--- config.mk ---
export PLATFORM = sky130hd
export DESIGN_NAME = fpnew_rounding_arbiter
export DESIGN_NICKNAME = d
export VERILOG_FILES = /design/src/rtl/fpnew_rounding_arbiter.sv
export SDC_FILE = /design/constraint.sdc
export NUM_CORES = 1
export LEC_CHECK = 0
export BUFFER_PORTS_ARGS = -buffer_cell sky130_fd_sc_hd__clkbuf_2
export CAP_MARGIN = 20
export CORE_MARGIN = 8
export CORE_UTILIZATION = 49
export DETAILED_ROUTE_END_ITERATION = 10
export PLACE_DENSITY = 0.88
export SLEW_MARGIN = 10
export SYNTH_ARGS = -nofsm -noshare
export SYNTH_HDL_FRONTEND = slang
export SYNTH_SLANG_ARGS = --single-unit
--- constraint.sdc ---
create_clock -name clk_i -period 9.53 [get_ports clk_i]
set_clock_uncertainty 0.05 [all_clocks]
set_input_delay 0 -clock clk_i [delete_from_list [all_inputs] [get_ports clk_i]]
set_output_delay 0 -clock clk_i [all_outputs]
set_load 0.005 [all_outputs]
--- src/rtl/fpnew_rounding_arbiter.sv ---
// Round-robin arbiter sharing one rounding datapath between NumReq requesters.
// A single registered output stage with valid/ready returns result, requester index and tag.
module fpnew_rounding_arbiter #(
  parameter  int unsigned NumReq   = 4,
  parameter  int unsigned AbsWidth = 31,
  parameter  int unsigned TagWidth = 3,
  localparam int unsigned IdW      = (NumReq > 1) ? $clog2(NumReq) : 1
) (
  input  logic                            clk_i,
  input  logic                            rst_i,
  input  logic                            flush_i,
  input  logic [NumReq-1:0]               in_valid_i,
  output logic [NumReq-1:0]               in_ready_o,
  input  logic [NumReq-1:0][AbsWidth-1:0] abs_value_i,
  input  logic [NumReq-1:0]               sign_i,
  input  logic [NumReq-1:0][1:0]          round_sticky_bits_i,
  input  logic [NumReq-1:0][2:0]          rnd_mode_i,
  input  logic [NumReq-1:0]               effective_subtraction_i,
  input  logic [NumReq-1:0][TagWidth-1:0] tag_i,
  output logic                            out_valid_o,
  input  logic                            out_ready_i,
  output logic [AbsWidth-1:0]             abs_rounded_o,
  output logic                            sign_o,
  output logic                            exact_zero_o,
  output logic                            inexact_o,
  output logic [IdW-1:0]                  req_id_o,
  output logic [TagWidth-1:0]             tag_o,
  output logic                            busy_o
);

  localparam int unsigned SumW   = IdW + 1;
  localparam logic [2:0]  RM_RNE = 3'b000;
  localparam logic [2:0]  RM_RTZ = 3'b001;
  localparam logic [2:0]  RM_RDN = 3'b010;
  localparam logic [2:0]  RM_RUP = 3'b011;
  localparam logic [2:0]  RM_RMM = 3'b100;

  function automatic logic round_up_f(input logic [2:0] mode, input logic [1:0] rs,
                                      input logic lsb, input logic sgn);
    logic up;
    case (mode)
      RM_RNE:  up = rs[1] & (rs[0] | lsb);
      RM_RTZ:  up = 1'b0;
      RM_RDN:  up = (|rs) & sgn;
      RM_RUP:  up = (|rs) & ~sgn;
      RM_RMM:  up = rs[1];
      default: up = 1'b0;
    endcase
    return up;
  endfunction

  logic                r_out_valid;
  logic [IdW-1:0]      r_ptr;
  logic [AbsWidth-1:0] r_abs_rounded;
  logic                r_sign;
  logic                r_exact_zero;
  logic                r_inexact;
  logic [IdW-1:0]      r_req_id;
  logic [TagWidth-1:0] r_tag;

  logic                w_grant_valid;
  logic [IdW-1:0]      w_grant_idx;
  logic                w_stage_ready;
  logic                w_transfer;
  logic [AbsWidth-1:0] w_sel_abs;
  logic [1:0]          w_sel_rs;
  logic                w_sel_sign;
  logic                w_sel_eff_sub;
  logic [2:0]          w_sel_mode;
  logic                w_round_up;
  logic [AbsWidth-1:0] w_abs_rounded;
  logic                w_exact_zero;
  logic                w_sign;
  logic [IdW-1:0]      w_ptr_next;

  // Round-robin search: first valid requester at or after the priority pointer
  always_comb begin
    logic [SumW-1:0] v_sum;
    logic [IdW-1:0]  v_idx;
    v_sum         = '0;
    v_idx         = '0;
    w_grant_valid = 1'b0;
    w_grant_idx   = '0;
    for (int unsigned k = 0; k < NumReq; k++) begin
      v_sum         = {1'b0, r_ptr} + SumW'(k);
      v_sum         = (v_sum >= SumW'(NumReq)) ? (v_sum - SumW'(NumReq)) : v_sum;
      v_idx         = v_sum[IdW-1:0];
      w_grant_idx   = (!w_grant_valid && in_valid_i[v_idx]) ? v_idx : w_grant_idx;
      w_grant_valid = w_grant_valid | in_valid_i[v_idx];
    end
  end

  assign w_stage_ready = ~r_out_valid | out_ready_i;
  assign w_transfer    = w_grant_valid & w_stage_ready & ~flush_i & ~rst_i;
  assign in_ready_o    = w_transfer ? (NumReq'(1) << w_grant_idx) : '0;

  assign w_sel_abs     = abs_value_i[w_grant_idx];
  assign w_sel_rs      = round_sticky_bits_i[w_grant_idx];
  assign w_sel_sign    = sign_i[w_grant_idx];
  assign w_sel_eff_sub = effective_subtraction_i[w_grant_idx];
  // Unsupported encodings truncate so nothing undefined reaches the datapath
  assign w_sel_mode    = (rnd_mode_i[w_grant_idx] > RM_RMM) ? RM_RTZ : rnd_mode_i[w_grant_idx];

  assign w_round_up    = round_up_f(w_sel_mode, w_sel_rs, w_sel_abs[0], w_sel_sign);
  assign w_abs_rounded = w_sel_abs + AbsWidth'(w_round_up);
  assign w_exact_zero  = (w_sel_abs == '0) & (w_sel_rs == 2'b00);
  assign w_sign        = (w_exact_zero & w_sel_eff_sub) ? (w_sel_mode == RM_RDN) : w_sel_sign;
  assign w_ptr_next    = (w_grant_idx == IdW'(NumReq - 1)) ? '0 : (w_grant_idx + IdW'(1));

  // Output-stage occupancy and priority pointer; flush wins over drain and load
  always_ff @(posedge clk_i or posedge rst_i) begin
    if (rst_i) begin
      r_out_valid <= 1'b0;
      r_ptr       <= '0;
    end else if (flush_i) begin
      r_out_valid <= 1'b0;
    end else if (w_transfer) begin
      r_out_valid <= 1'b1;
      r_ptr       <= w_ptr_next;
    end else if (out_ready_i) begin
      r_out_valid <= 1'b0;
    end
  end

  // Result payload captured on every accepted request
  always_ff @(posedge clk_i or posedge rst_i) begin
    if (rst_i) begin
      r_abs_rounded <= '0;
      r_sign        <= 1'b0;
      r_exact_zero  <= 1'b0;
      r_inexact     <= 1'b0;
      r_req_id      <= '0;
      r_tag         <= '0;
    end else if (w_transfer) begin
      r_abs_rounded <= w_abs_rounded;
      r_sign        <= w_sign;
      r_exact_zero  <= w_exact_zero;
      r_inexact     <= |w_sel_rs;
      r_req_id      <= w_grant_idx;
      r_tag         <= tag_i[w_grant_idx];
    end
  end

  assign out_valid_o   = r_out_valid;
  assign busy_o        = r_out_valid;
  assign abs_rounded_o = r_abs_rounded;
  assign sign_o        = r_sign;
  assign exact_zero_o  = r_exact_zero;
  assign inexact_o     = r_inexact;
  assign req_id_o      = r_req_id;
  assign tag_o         = r_tag;

endmodule

==> results.yml, run 1 <==
run_status:
  run_status: "complete, no violations"
detailed_routing:
  antenna_left: 0
  drc: 0
  routedWlPerCell_um: 16.5
  route.vias.total: 3895
  drt_iter0_drc: 179
  avgViaCountPerCell: 5.29
  wl_um: 12100
  drtPass1Iterations: 5
placed_design:
  globalplace.congestion: 0.866
  numPlacedInstances: 723
  port_buffers: 216
  place_area_um2: 4870
  dp_hpwl_um: 10200
yosys:
  synth_edf_count: 0
  syn-num-nets: 605
  synthCells: 427
  yosys_warnings: 0
  synth_area_leaders: "dfrtp_1, mux2i_1, nand2_1"
  synth_largest_area_cell: "dfrtp_1"
  yosysUniqueCellTypes: 48
  syn_avg_cell_area_um2: 8.87
  synthFlopType: "dfrtp_1"
  syn_area_um2: 3790
  synthArstFlopShare: 1.00
  ys_ff_latch: 42
  synth.top_cell.area_share: 0.278
  ys_seq_area_frac: 0.278
critical_path:
  endpoint_kind: "flip-flop"
  cpMostUsedCell: "ha_1"
  required_ps: 9630
  critPathMaxStageDelay_ps: 620
  cp_slowest_cell: "buf_4"
  path_cells: "a21o_1, a21oi_1, o22a_1, inv_2, buf_4, nand2_1, and3_1, a31oi_1, xnor2_1, o32ai_1, ha_1, ha_1, nand4_2, nor4_4, nand4_1, xor2_1, o21ai_1"
  worstSetupPathType: "reg -> reg"
  cp_max_fo: 44
  cp-start-kind: "flip-flop"
  arrival_ps: 4850
cts:
  htreeDepth: 2
  clk_pin_slew_ps: 80
  cts_tree: "built"
  cts_buffers: 5
  clock-root-buffer: "clkbuf_8"
  clk_latency_ps: 290
  clock_sinks: 42
  cts_buffer_depth: 2
  postCtsSetupRepairBufs: 0
finish:
  num_antenna_cells: 0
  design_area_um2: 5040
  final_nets: 811
  syn2layout_area_growth_pct: 33.1
  final_cells: 736
  drive_above_1_share: 0.393
sta:
  finalSetupViolCount: 0
  rsz0062_at_grt: "false"
  finalCritPeriodShare: 0.498
  hold_viol: 0
  fin_crit_ps: 4740
  relSlewSlack: 0.516
  fin_setup_tns_ps: 0
  hold-worst-slack_ps: 8.84
  maxSlewViolCount: 0
  max_freq_mhz: 211
  worst_pin_slew_ps: 725
power_and_ir_drop:
  power_density_nw_per_um2: 191
  cellLeakagePower_nw: 2.72
  power.internal_uw: 561
  switching_power_uw: 401
  sw_frac_of_total: 0.417
  clock_power_share: 0.144
  ir_drop_v: 0.000143
  power.share.combinational: 0.578
  seq_power_share: 0.278
  totalPowerFinal_uw: 962
global_routing:
  track_usage: 0.218
  grt_start_max_net_pins: 78
  antenna_found_initial: 0
  grt-ovfl-total: 0
  grt_pass1_vias: 4113
  grt_pass1_wl_um: 19800
die:
  io_pins: 217
  core-area_um2: 7610
  die-area_um2: 10800
  die_h_um: 104
  row_count: 32
  die_w_um: 104
  start_util: 0.498
hold_path:
  hp-class: "in -> reg"
flow_run:
  cap_viol_max_count: 0
## per-layer routing
metal	routed length, um	GRT usage	share of wire
met2	6010	0.396	0.50
met4	213	0.0620	0.018
met3	931	0.0564	0.077
met1	4980	0.244	0.41
met5	0	0	0
## final timing paths
kind / from / end / slack (ps) / cells past startpoint
setup / recovery: r_ptr[1] / abs_rounded_o[28] / 4790 / 17
hold / removal: tag_i[3] / tag_o[0] / 9 / 4
setup reg to reg: r_ptr[1] / abs_rounded_o[28] / 4790 / 17
hold reg to reg: abs_rounded_o[6] / abs_rounded_o[6] / 430 / 2
max in group asynchronous: rst_i / abs_rounded_o[15] / 8510 / 4
min in group asynchronous: rst_i / abs_rounded_o[11] / 240 / 3
## cell usage after synthesis, types with 3 or more instances
cell type / count
buf_2: 5
mux2i_2: 11
and2_1: 7
nand4_1: 12
mux2i_1: 87
nand2_1: 89
and3_1: 15
clkbuf_1: 11
ha_1: 6
nor4_1: 8
nand3_1: 11
nor2b_1: 3
nor2_1: 7
buf_6: 5
o21ai_0: 8
inv_1: 4
dfrtp_1: 42
xnor2_1: 7
nor3_1: 4
xor2_1: 23
o31ai_1: 3
o21ai_1: 24
a31oi_1: 6
## power by group through the flow
stage / logic, mW / clock network, mW / registers, mW
floorplan: 0.391 / 0 / 0.271
global placement: 0.538 / 0 / 0.268
detailed placement: 0.556 / 0 / 0.272
CTS: 0.559 / 0.142 / 0.268
global route: 0.611 / 0.150 / 0.275
finish: 0.556 / 0.139 / 0.267
## registers in the layout, indices dropped and copies added (netlist names)
register       count
r_ptr              2
exact_zero_o       1
req_id_o           2
tag_o              3
sign_o             1
busy_o             1
abs_rounded_o     31
inexact_o          1
## kinds of logic after synthesis
logic type / count (synthesis) / synth area share
and+or+nand+nor: 165 / 0.216
muxes: 100 / 0.280
AOI/OAI and AO/OA: 53 / 0.0885
DFF: 42 / 0.278
buffers and inverters: 31 / 0.0486
xor gates and xnor gates: 30 / 0.0694
adders and majority gates: 6 / 0.0198
## layout make-up
type                       count  area (um^2)
multi-input combinational    354         2560
inverter                       5         18.8
timing repair buffer         225         1170
tap                          102          128
sequential                    42         1050
clock buffer                   6         72.6
fill                         642         2570
clock inverter                 2         37.5
## cell usage in the layout, fill, tap and decap left out, types with 7 or more instances in the layout
cell type	Yosys	routed
nand4_1	12	12
mux2i_2	11	11
nor4_1	8	8
xor2_1	23	23
and2_1	7	7
clkbuf_2	0	217
nand3_1	11	11
and3_1	15	15
nand2_1	89	89
o21ai_1	24	24
nor2_1	7	7
xnor2_1	7	7
dfrtp_1	42	42
o21ai_0	8	8
mux2i_1	87	87
## worst max-delay path, delay by kind of cell (launching register included)
family	cells	cell delay (ps)
compound gates	6	1210
fa+ha+maj	2	500
flops	1	440
simple gates	5	1250
xor+xnor	2	290
buf+inv	2	840
## metrics by stage
stage / setup slack (ps) / util
after floorplan: 5660 / -
after CTS: 4480 / 0.658
after detailed placement: 4490 / 0.640
after global routing: 4470 / 0.663
final: 4790 / 0.663
after global placement: 4760 / 0.640
## timing repair
item	CTS	global route
hold buffers	3	0
gates resized for setup	0	0
endpoints found under the hold margin	16	0
Power figures use the tool's default switching activity.
==> run 2, diff against run 1 <==
--- a/config.mk
+++ b/config.mk
@@ -8,9 +8,9 @@
 export BUFFER_PORTS_ARGS = -buffer_cell sky130_fd_sc_hd__clkbuf_2
 export CAP_MARGIN = 20
 export CORE_MARGIN = 8
-export CORE_UTILIZATION = 49
+export CORE_UTILIZATION = 41
 export DETAILED_ROUTE_END_ITERATION = 10
-export PLACE_DENSITY = 0.88
+export PLACE_DENSITY = 0.78
 export SLEW_MARGIN = 10
 export SYNTH_ARGS = -nofsm -noshare
 export SYNTH_HDL_FRONTEND = slang
==> constraint.sdc (replaced) <==
create_clock -name clk_i -period 4.08 [get_ports clk_i]
set_clock_uncertainty 0.05 [all_clocks]
set_input_delay 0 -clock clk_i [delete_from_list [all_inputs] [get_ports clk_i]]
set_output_delay 0 -clock clk_i [all_outputs]
set_load 0.005 [all_outputs]
==> run 2 against run 1 <==
  * Count of clock-buffer cells in the layout decreased by 1
  * Flip-flop and latch count did not move
  * Clock power grew 140%
  * First-iteration DRC count fell by 9.5%
  * Sequential share of layout area shrank 0.27 points
  * Register-to-register slack got worse by 4400 ps
  * Routed wire length increased by 4.9%
  * Total power is 140% higher
  * Design area is 1.3% higher
  * Core utilization decreased by 10 points
  * Non-clock buffer count rose by 7
  * Via count rose by 0.64%
==> results.yml, run 2 (synthesis results as in run 1) <==
cts:
  clk_latency_ps: 290
  cts_tree: "built"
  cts_buffers: 5
  clock-root-buffer: "clkbuf_8"
  clk_pin_slew_ps: 80
  htreeDepth: 2
  clock_sinks: 42
  cts_buffer_depth: 2
detailed_routing:
  drc: 0
  avgViaCountPerCell: 5.21
  routedWlPerCell_um: 16.9
  drt_iter0_drc: 162
  drtPass1Iterations: 4
  antenna_left: 0
  route.vias.total: 3920
  wl_um: 12700
critical_path:
  r2r_setup_slack_ps: 350
  worstSetupPathType: "reg -> reg"
  worst-path-stages: 17
  cpLargestDelayFamily: "compound AO/OA/AOI/OAI gates"
  r2r_start: "r_ptr[1]"
  cp_slowest_cell: "dfrtp_1"
  reg2reg_depth: 17
  endpoint: "abs_rounded_o[28]"
  crit_start: "r_ptr[1]"
  cp-start-kind: "flip-flop"
  required_ps: 4250
  r2r-end: "abs_rounded_o[28]"
  cp_max_fo: 20
  path_cells: "a21o_1, a21oi_1, o22a_1, buf_4, nand2_1, and3_1, a31oi_1, nand2b_1, o32ai_1, ha_1, ha_1, nand4_2, nor4_4, buf_4, nand4_1, xor2_1, o21ai_1"
  arrival_ps: 3890
  critPathMaxStageDelay_ps: 450
  endpoint_kind: "flip-flop"
  crit_buf_inv: 2
sta:
  worst_pin_slew_ps: 907
  finalSetupViolCount: 0
  relSlewSlack: 0.395
  max_freq_mhz: 268
  fin_crit_ps: 3730
  hold-worst-slack_ps: 8.31
  finalCritPeriodShare: 0.914
  hold_viol: 0
  maxSlewViolCount: 0
  fin_setup_tns_ps: 0
finish:
  num_antenna_cells: 0
  largest_reg_flops: 31
  layout_commonest_cell: "clkbuf_2"
  final_util: 0.561
  drive_above_1_share: 0.402
  regArea_um2: 1050
  multi_input_area_um2: 2570
  final_nets: 818
  layout_common_cells: "clkbuf_2, nand2_1, mux2i_1"
  final_cells: 752
  fillers: 851
  syn2layout_area_growth_pct: 34.9
flow_run:
  cap_viol_max_count: 0
die:
  start_util: 0.416
  row_count: 35
  die_h_um: 112
  die-area_um2: 12600
  io_pins: 217
  core-area_um2: 9110
  die_w_um: 112
power_and_ir_drop:
  cellLeakagePower_nw: 2.76
  power_density_nw_per_um2: 446
  ir_drop_v: 0.000210
global_routing:
  track_usage: 0.195
  grt-ovfl-total: 0
  antenna_found_initial: 0
  grt_pass1_wl_um: 20400
  grt_start_max_net_pins: 56
  grt_pass1_vias: 4141
hold_path:
  hold_depth: 4
  hp-class: "in -> reg"
placed_design:
  port_buffers: 216
  globalplace.congestion: 0.874
  dp_hpwl_um: 10700
  numPlacedInstances: 738
run_status:
  run_status: "complete, no violations"
-- run 2: cell count changes in the layout (fill, tap and decap cells not counted), sizes merged --
cell / change
buf: +7
clkbuf: -2
clkinv: +1
clkinvlp: -1
dlygate4sd3: +1
inv: +1
-- run 2: worst min path at each step --
stage / start / to / slack (ps)
floorplan: flush_i / busy_o / 60
global placement: flush_i / busy_o / 160
detailed placement: flush_i / busy_o / 170
CTS: tag_i[4] / tag_o[1] / 4
global route: tag_i[2] / tag_o[2] / 30
finish: tag_i[3] / tag_o[0] / 8
-- run 2: metal layers --
layer  share of wire  GRT usage  vias to the layer above
met5               0          0                        -
met4           0.013     0.0513                        0
met3           0.077     0.0510                       13
met2            0.50      0.350                      165
met1            0.41      0.224                     1795
li1                -          -                     1947
-- run 2: what timing repair did --
| action | in CTS | in global routing |
|---|---|---|
| setup endpoints to repair | 1 | 8 |
| endpoints found under the hold margin | 44 | 0 |
| pin swaps | 1 | 1 |
| buffers inserted | 0 | 2 |
| gates cloned | 0 | 0 |
| resized for setup | 0 | 1 |
| hold buffers | 4 | 0 |
-- run 2: layout make-up --
cell class              instances  area share
clock buffers                   5      0.0135
clock inverters                 3     0.00784
inverters                       5     0.00367
multi-input cells             354       0.502
flip-flops and latches         42       0.206
well taps                     111      0.0272
repair buffers                232       0.240
-- run 2: power breakdown --
group | switching [mW] | internal [mW]
Combinational | 0.726 | 0.595
Sequential | 0.0811 | 0.545
Clock | 0.151 | 0.180
-- run 2: stage by stage --
step | instance area (um^2) | setup WS [ps] | power [mW]
after global routing | 5110 | -16.5 | 2.46
after global placement | 4940 | 212 | 1.92
after detailed placement | 4940 | 29.6 | 1.97
after CTS | 5090 | 54.2 | 2.31
after floorplan | 3790 | 213 | 1.55
final | 5110 | 352 | 2.28
-- run 2: worst register-to-register path, cell delays in order (launching register included) --
cell      delay [ps]
dfrtp_1          450
a21o_1           200
a21oi_1          140
o22a_1           190
buf_4            250
nand2_1           80
and3_1           180
a31oi_1          200
nand2b_1         100
o32ai_1          340
ha_1             270
ha_1             250
nand4_2          170
nor4_4           170
buf_4            190
nand4_1          100
xor2_1           170
o21ai_1          150
